[src/rtl/ps_ctrl_pkg.sv]
// Shared types, default sizes and the target clamp helper for the
// dynamic fine phase shift sequencer.
package ps_ctrl_pkg;

    typedef enum logic [1:0] {
        IDLE      = 2'd0,
        ISSUE     = 2'd1,
        WAIT_DONE = 2'd2
    } ps_state_e;

    localparam int DEF_SHIFT_W   = 16;
    localparam int DEF_MAX_STEPS = 1120;

    // Saturate a signed step count to +/-lim. Works on 32-bit ints so the
    // caller sign-extends its SHIFT_W value first and truncates the result.
    function automatic int clamp_steps(input int v, input int lim);
        if (v > lim) begin
            return lim;
        end
        if (v < -lim) begin
            return -lim;
        end
        return v;
    endfunction

endpackage

[src/rtl/ps_watchdog.sv]
// Cycle counter that flags the LIMIT-th consecutive enabled cycle.
// Used only when PS_TIMEOUT_EN is defined to bound the wait for psdone.
module ps_watchdog #(
    parameter int LIMIT = 64
) (
    input  logic clk,
    input  logic rst,
    input  logic clr,
    input  logic en,
    output logic expire
);

    localparam int CNT_W = $clog2(LIMIT + 1);

    logic [CNT_W-1:0] cnt_q;

    // Count enabled cycles; clear has priority so each wait starts from zero.
    always_ff @(posedge clk or posedge rst) begin
        if (rst) begin
            cnt_q <= '0;
        end else if (clr) begin
            cnt_q <= '0;
        end else if (en && (cnt_q != CNT_W'(LIMIT - 1))) begin
            cnt_q <= cnt_q + CNT_W'(1);
        end
    end

    // Expire during the LIMIT-th enabled cycle (count starts at 0 in the first).
    always_comb begin
        expire = en && (cnt_q == CNT_W'(LIMIT - 1));
    end

endmodule

[src/rtl/dyn_phase_shift_ctrl.sv]
// Dynamic fine phase shift sequencer. Accepts a signed target (in steps),
// clamps it to +/-MAX_STEPS and walks cur_shift toward it one PSEN/PSDONE
// step at a time. Optional psdone watchdog: define PS_TIMEOUT_EN.
//
// Request handshake: a target transfers on a rising clk edge where
// req_valid && req_ready are both high. req_ready depends only on state and
// locked (never on req_valid); once accepted the request is consumed and the
// requester may change req_target freely.
module dyn_phase_shift_ctrl
    import ps_ctrl_pkg::*;
#(
    parameter int SHIFT_W        = DEF_SHIFT_W,
    parameter int MAX_STEPS      = DEF_MAX_STEPS,
    parameter int TIMEOUT_CYCLES = 64
) (
    input  logic                      clk,
    input  logic                      rst,
    input  logic                      locked,
    input  logic                      req_valid,
    output logic                      req_ready,
    input  logic signed [SHIFT_W-1:0] req_target,
    output logic                      psen,
    output logic                      psincdec,
    input  logic                      psdone,
    output logic signed [SHIFT_W-1:0] cur_shift,
    output logic                      busy,
    output logic                      done,
    output logic                      err,
    output logic [1:0]                dbg_state
);

    ps_state_e                 state_q, state_d;
    logic signed [SHIFT_W-1:0] tgt_q, tgt_d;
    logic signed [SHIFT_W-1:0] cur_d;
    logic                      psen_d, psincdec_d, done_d, err_d;
    logic                      accept;
    logic                      wd_expire;

`ifdef PS_TIMEOUT_EN
    ps_watchdog #(
        .LIMIT (TIMEOUT_CYCLES)
    ) u_watchdog (
        .clk    (clk),
        .rst    (rst),
        .clr    (state_q != WAIT_DONE),
        .en     (state_q == WAIT_DONE),
        .expire (wd_expire)
    );
`else
    logic unused_timeout_cfg;
    assign unused_timeout_cfg = (TIMEOUT_CYCLES > 0);
    assign wd_expire          = 1'b0;
`endif

    // Handshake and status decode straight from the state register.
    always_comb begin
        req_ready = (state_q == IDLE) && locked;
        accept    = req_valid && req_ready;
        busy      = (state_q != IDLE);
        dbg_state = state_q;
    end

    // Next-state and next-output logic; loss of lock overrides everything.
    always_comb begin
        state_d    = state_q;
        tgt_d      = tgt_q;
        cur_d      = cur_shift;
        psen_d     = 1'b0;
        psincdec_d = psincdec;
        done_d     = 1'b0;
        err_d      = err;
        if (!locked) begin
            state_d = IDLE;
            cur_d   = '0;
            if (state_q != IDLE) begin
                err_d = 1'b1;
            end
        end else begin
            case (state_q)
                IDLE: begin
                    if (accept) begin
                        tgt_d = SHIFT_W'(clamp_steps(int'(req_target), MAX_STEPS));
                        err_d = 1'b0;
                        if (tgt_d == cur_shift) begin
                            done_d = 1'b1;
                        end else begin
                            state_d    = ISSUE;
                            psen_d     = 1'b1;
                            psincdec_d = (tgt_d > cur_shift);
                        end
                    end
                    if (psdone) begin
                        err_d = 1'b1;
                    end
                end
                ISSUE: begin
                    state_d = WAIT_DONE;
                    if (psdone) begin
                        err_d = 1'b1;
                    end
                end
                WAIT_DONE: begin
                    if (psdone) begin
                        cur_d = psincdec ? (cur_shift + SHIFT_W'(1))
                                         : (cur_shift - SHIFT_W'(1));
                        if (cur_d == tgt_q) begin
                            state_d = IDLE;
                            done_d  = 1'b1;
                        end else begin
                            state_d    = ISSUE;
                            psen_d     = 1'b1;
                            psincdec_d = (tgt_q > cur_d);
                        end
                    end else if (wd_expire) begin
                        state_d = IDLE;
                        err_d   = 1'b1;
                    end
                end
                default: begin
                    state_d = IDLE;
                end
            endcase
        end
    end

    // State and registered outputs; async reset returns everything at once.
    always_ff @(posedge clk or posedge rst) begin
        if (rst) begin
            state_q   <= IDLE;
            tgt_q     <= '0;
            cur_shift <= '0;
            psen      <= 1'b0;
            psincdec  <= 1'b0;
            done      <= 1'b0;
            err       <= 1'b0;
        end else begin
            state_q   <= state_d;
            tgt_q     <= tgt_d;
            cur_shift <= cur_d;
            psen      <= psen_d;
            psincdec  <= psincdec_d;
            done      <= done_d;
            err       <= err_d;
        end
    end

endmodule

[config.mk]
export PLATFORM = sky130hd
export DESIGN_NAME = dyn_phase_shift_ctrl
export DESIGN_NICKNAME = d
export VERILOG_FILES = /design/src/rtl/ps_ctrl_pkg.sv /design/src/rtl/ps_watchdog.sv /design/src/rtl/dyn_phase_shift_ctrl.sv
export SDC_FILE = /design/constraint.sdc
export NUM_CORES = 1
export LEC_CHECK = 0
export CORE_AREA = 2 2 119 121
export DETAILED_ROUTE_END_ITERATION = 10
export DIE_AREA = 0 0 121 123
export GPL_TIMING_DRIVEN = 0
export SLEW_MARGIN = 10
export SYNTH_ARGS = -nofsm -noshare
export SYNTH_HDL_FRONTEND = slang
export SYNTH_SLANG_ARGS = --single-unit
[constraint.sdc]
create_clock -name clk -period 4.84 [get_ports clk]
set_clock_uncertainty 0.2 [all_clocks]
set_input_delay 0.968 -clock clk [delete_from_list [all_inputs] [get_ports clk]]
set_output_delay 0.968 -clock clk [all_outputs]
set_load 0.01 [all_outputs]
==> metrics <==
die outline width about 120 µm; vertical die dimension 123 µm; peak supply drop around 0.12 mV; number of global-route vias before repair approximately 3.2k; startpoint-to-endpoint class of the critical path input port to flop; Routed Antenna Nets 0; number of hold-slack violations in the final timing report 0; CP max stage cell sky130_fd_sc_hd__clkdlybuf4s50_1; largest net degree at the start of global routing 29; routed wire length per instance between 15 and 20 µm; filler instances between 1k and 1.5k; register area share after synthesis between 20% and 30%; worst hold path type flop to flop; post-synthesis cell type count 53; list of cells traversed by the critical path clkdlybuf4s50_1, or3_1, o311a_1, o41ai_2, a21oi_1, buf_2, buf_6, nor2_1, ha_1, nand4_1, or2_2, a211oi_1, nor2_1, o211ai_1, o221ai_1; hpwl dp a little under 8 mm; total global routing overflow 0; category of the worst setup path capture point flop; Crit Path Max Fanout 10; Arrival @ worst endpoint approximately 4.5 ns; Synth Net Count roughly 470; # diodes 0; count of final setup violators 0; warning count from the yosys run 0; number of antenna violations at the first check in global routing 0; setup repair after global routing missed its margin false; Starting Density 24.7%; share of synthesized area spent on multiplexers roughly 4.4%; CTS H-tree depth 2; final period demand of the worst path 4.54 ns; number of vias per cell after detailed routing ~5; highest clock rate between 0.2 and 0.25 GHz; clock buffers created by TritonCTS 5; final layout net count 522; Worst Setup Slack, final a little over 0.3 ns; DRT Wirelength 9.84 mm; first-pass GRT wire length about 16 mm; cell area power density about 320 nW/µm²; stage delay of the slowest cell on the critical path between 0.4 and 0.5 ns; clock root buffer sky130_fd_sc_hd__clkbuf_16; share of flip-flops with an asynchronous set or reset 100%; clock latency of the later-clocked register in the worst-skew pair approximately 0.29 ns; outcome complete, no violations; share of synthesized cell area in full adder, half adder and majority cells ~18%; clk sink count 38; share of post-route cells with drive strength above 1 slightly above 7%; die outline area roughly 15000 µm²; primary flip-flop cell chosen by synthesis mapping sky130_fd_sc_hd__dfrtp_1; core footprint 13600 µm²; # DRC 0; Total Neg Setup Slack 0 ns; Iteration-0 DRC Markers 200; final max-slew violation count 0; max-cap violations 0; actual transition at the worst max-transition pin 1.09 ns; Clock Pin Slew Worst Setup and Hold Paths approximately 0.060 ns; synthesized instance count 399; routability congestion estimate from global placement approximately 0.89; number of register bits inferred by synthesis 38; total routing resource utilization after global routing between 10% and 20%; count of input and output buffers between 40 and 50; fin crit share 93.7%; main combinational cell family by area after synthesis compound AO/OA/AOI/OAI gates; share of the synthesized area in compound gates (AO/OA/AOI/OAI) between 20% and 30%; number of enable flip-flop cells after synthesis 0; critical path data required time about 4.8 ns; post-synthesis average cell area approximately 8.4 µm²; number of standard-cell rows in the floorplan 43; pre-CTS setup slack -0.0474 ns; Most common cell on crit path sky130_fd_sc_hd__nor2_1; via total after detailed routing ~3.3k; xor-xnor portion of the synthesized cell area 3.65%; maximum buffer depth of the clock tree 2; max_slew headroom a little over a quarter; number of detailed-route iterations in the first pass 4; Simple-Gate Fraction of Synth Area a little under a fifth; Post-Syn Area 3360 µm²; count of boundary I/O pins between 40 and 50; layout overhead on the synthesized area 25.7%; kind of start point of the critical path input port; TritonCTS clock tree yes; Leakage ~0.0018 µW
-- state kept, by name, summed over array words and instances (netlist names) --
register   flops
done           1
cur_shift     16
tgt_q         16
err            1
psen           1
dbg_state      2
psincdec       1
-- kinds of logic after synthesis --
family	after synthesis
and+or+nand+nor	135
AOI/OAI and AO/OA	109
adders and majority gates	48
buffers and inverters	42
DFF	38
xor gates and xnor gates	14
muxes	13
-- cell usage after synthesis (all sizes together) (9+ instances only) --
cell / instances / share of area [%]
and3: 9 / 1.7
nor2: 41 / 4.6
mux2: 9 / 3.2
clkbuf: 12 / 1.3
dfrtp: 38 / 28
inv: 28 / 3.1
o21ai: 17 / 2.5
ha: 47 / 18
a21oi: 33 / 4.9
nand3: 11 / 1.6
nand4: 13 / 2.4
nand2: 33 / 3.7
-- layout make-up --
class,count,area [µm²],area share (%)
Multi-Input combinational cell,319,2250,53.3
Sequential cell,38,952,22.5
Clock inverter,2,12.5,0.296
Buffer,14,61.3,1.45
Clock buffer,6,139,3.29
Timing Repair Buffer,47,473,11.2
Inverter,28,109,2.58
Tap cell,180,225,5.33
-- timing repair --
| item | 4_1_cts | 5_1_grt |
|---|---|---|
| endpoints found under the setup margin | 0 | 4 |
| hold buffers | 0 | 0 |
| buffers inserted | 0 | 3 |
| resized for setup | 0 | 4 |
-- cells in the final DEF (no fill, tap or decap), types with 5 or more instances in the layout --
cell / count
sky130_fd_sc_hd__nor2_1: 41
sky130_fd_sc_hd__or3_1: 5
sky130_fd_sc_hd__clkdlybuf4s50_1: 43
sky130_fd_sc_hd__inv_1: 26
sky130_fd_sc_hd__a211oi_1: 5
sky130_fd_sc_hd__nand3_1: 11
sky130_fd_sc_hd__a21oi_1: 33
sky130_fd_sc_hd__a21o_1: 8
sky130_fd_sc_hd__nand2_1: 33
sky130_fd_sc_hd__xor2_1: 6
sky130_fd_sc_hd__a31oi_1: 5
sky130_fd_sc_hd__clkbuf_1: 12
sky130_fd_sc_hd__o31ai_1: 8
sky130_fd_sc_hd__dfrtp_1: 37
sky130_fd_sc_hd__clkbuf_16: 5
sky130_fd_sc_hd__ha_1: 47
sky130_fd_sc_hd__o21ai_0: 15
sky130_fd_sc_hd__nand4_1: 13
sky130_fd_sc_hd__nor3_1: 5
sky130_fd_sc_hd__and3_1: 9
sky130_fd_sc_hd__xnor2_1: 8
sky130_fd_sc_hd__mux2_2: 7
sky130_fd_sc_hd__o211ai_1: 6
-- worst max-delay path, delay by kind of cell --
family	cells	cell delay [ns]
AND/OR/NAND/NOR	5	1.08
buffers and inverters	3	0.82
adder cells (fa/ha/maj)	1	0.17
AO/OA/AOI/OAI	6	1.44
-- where the power goes --
group | switching, µW | total (µW) | leakage [µW] | internal, µW
logic | 344 | 614 | 0.00124 | 270
clock network | 143 | 347 | 0.0000729 | 204
registers | 35.3 | 388 | 0.000498 | 353
total | 522 | 1350 | 0.00181 | 827
-- metrics by stage --
| stage | util (%) | power, µW | cells | hold WS, ns | area, µm² |
|---|---|---|---|---|---|
| floorplan | - | 809 | 399 | 0.255 | 3360 |
| global placement | 29.5 | 959 | 622 | 0.296 | 4020 |
| detailed placement | 29.6 | 983 | 623 | 0.303 | 4040 |
| CTS | 30.8 | 1340 | 631 | 0.314 | 4190 |
| global route | 31.0 | 1450 | 634 | 0.340 | 4220 |
| finish | 31.0 | 1350 | 634 | 0.314 | 4220 |
-- worst paths after layout --
kind / startpoint / to / slack [ns] / cells after the start
max: req_target[0] / psincdec$_DFFE_PP0P_ / 0.30 / 15
min: tgt_q[15]$_DFFE_PP0P_ / tgt_q[15]$_DFFE_PP0P_ / 0.31 / 2
max reg2reg: psincdec$_DFFE_PP0P_ / psincdec$_DFFE_PP0P_ / 0.39 / 17
min reg2reg: tgt_q[15]$_DFFE_PP0P_ / tgt_q[15]$_DFFE_PP0P_ / 0.31 / 2
max in group asynchronous: rst / psincdec$_DFFE_PP0P_ / 3.25 / 3
min in group asynchronous: rst / cur_shift[5]$_DFFE_PP0P_ / 0.73 / 2
-- per-layer routing --
metal / wire length, µm / GRT usage (%) / vias to the layer above / part of all wire, %
met1: 4400 / 17.9 / 1564 / 45
met5: 0 / 0 / - / 0
met3: 420 / 1.94 / 20 / 4.3
li1: - / - / 1574 / -
met2: 4750 / 23.3 / 92 / 48
met4: 267 / 5.01 / 0 / 2.7
(Power assumes the default switching activity.)
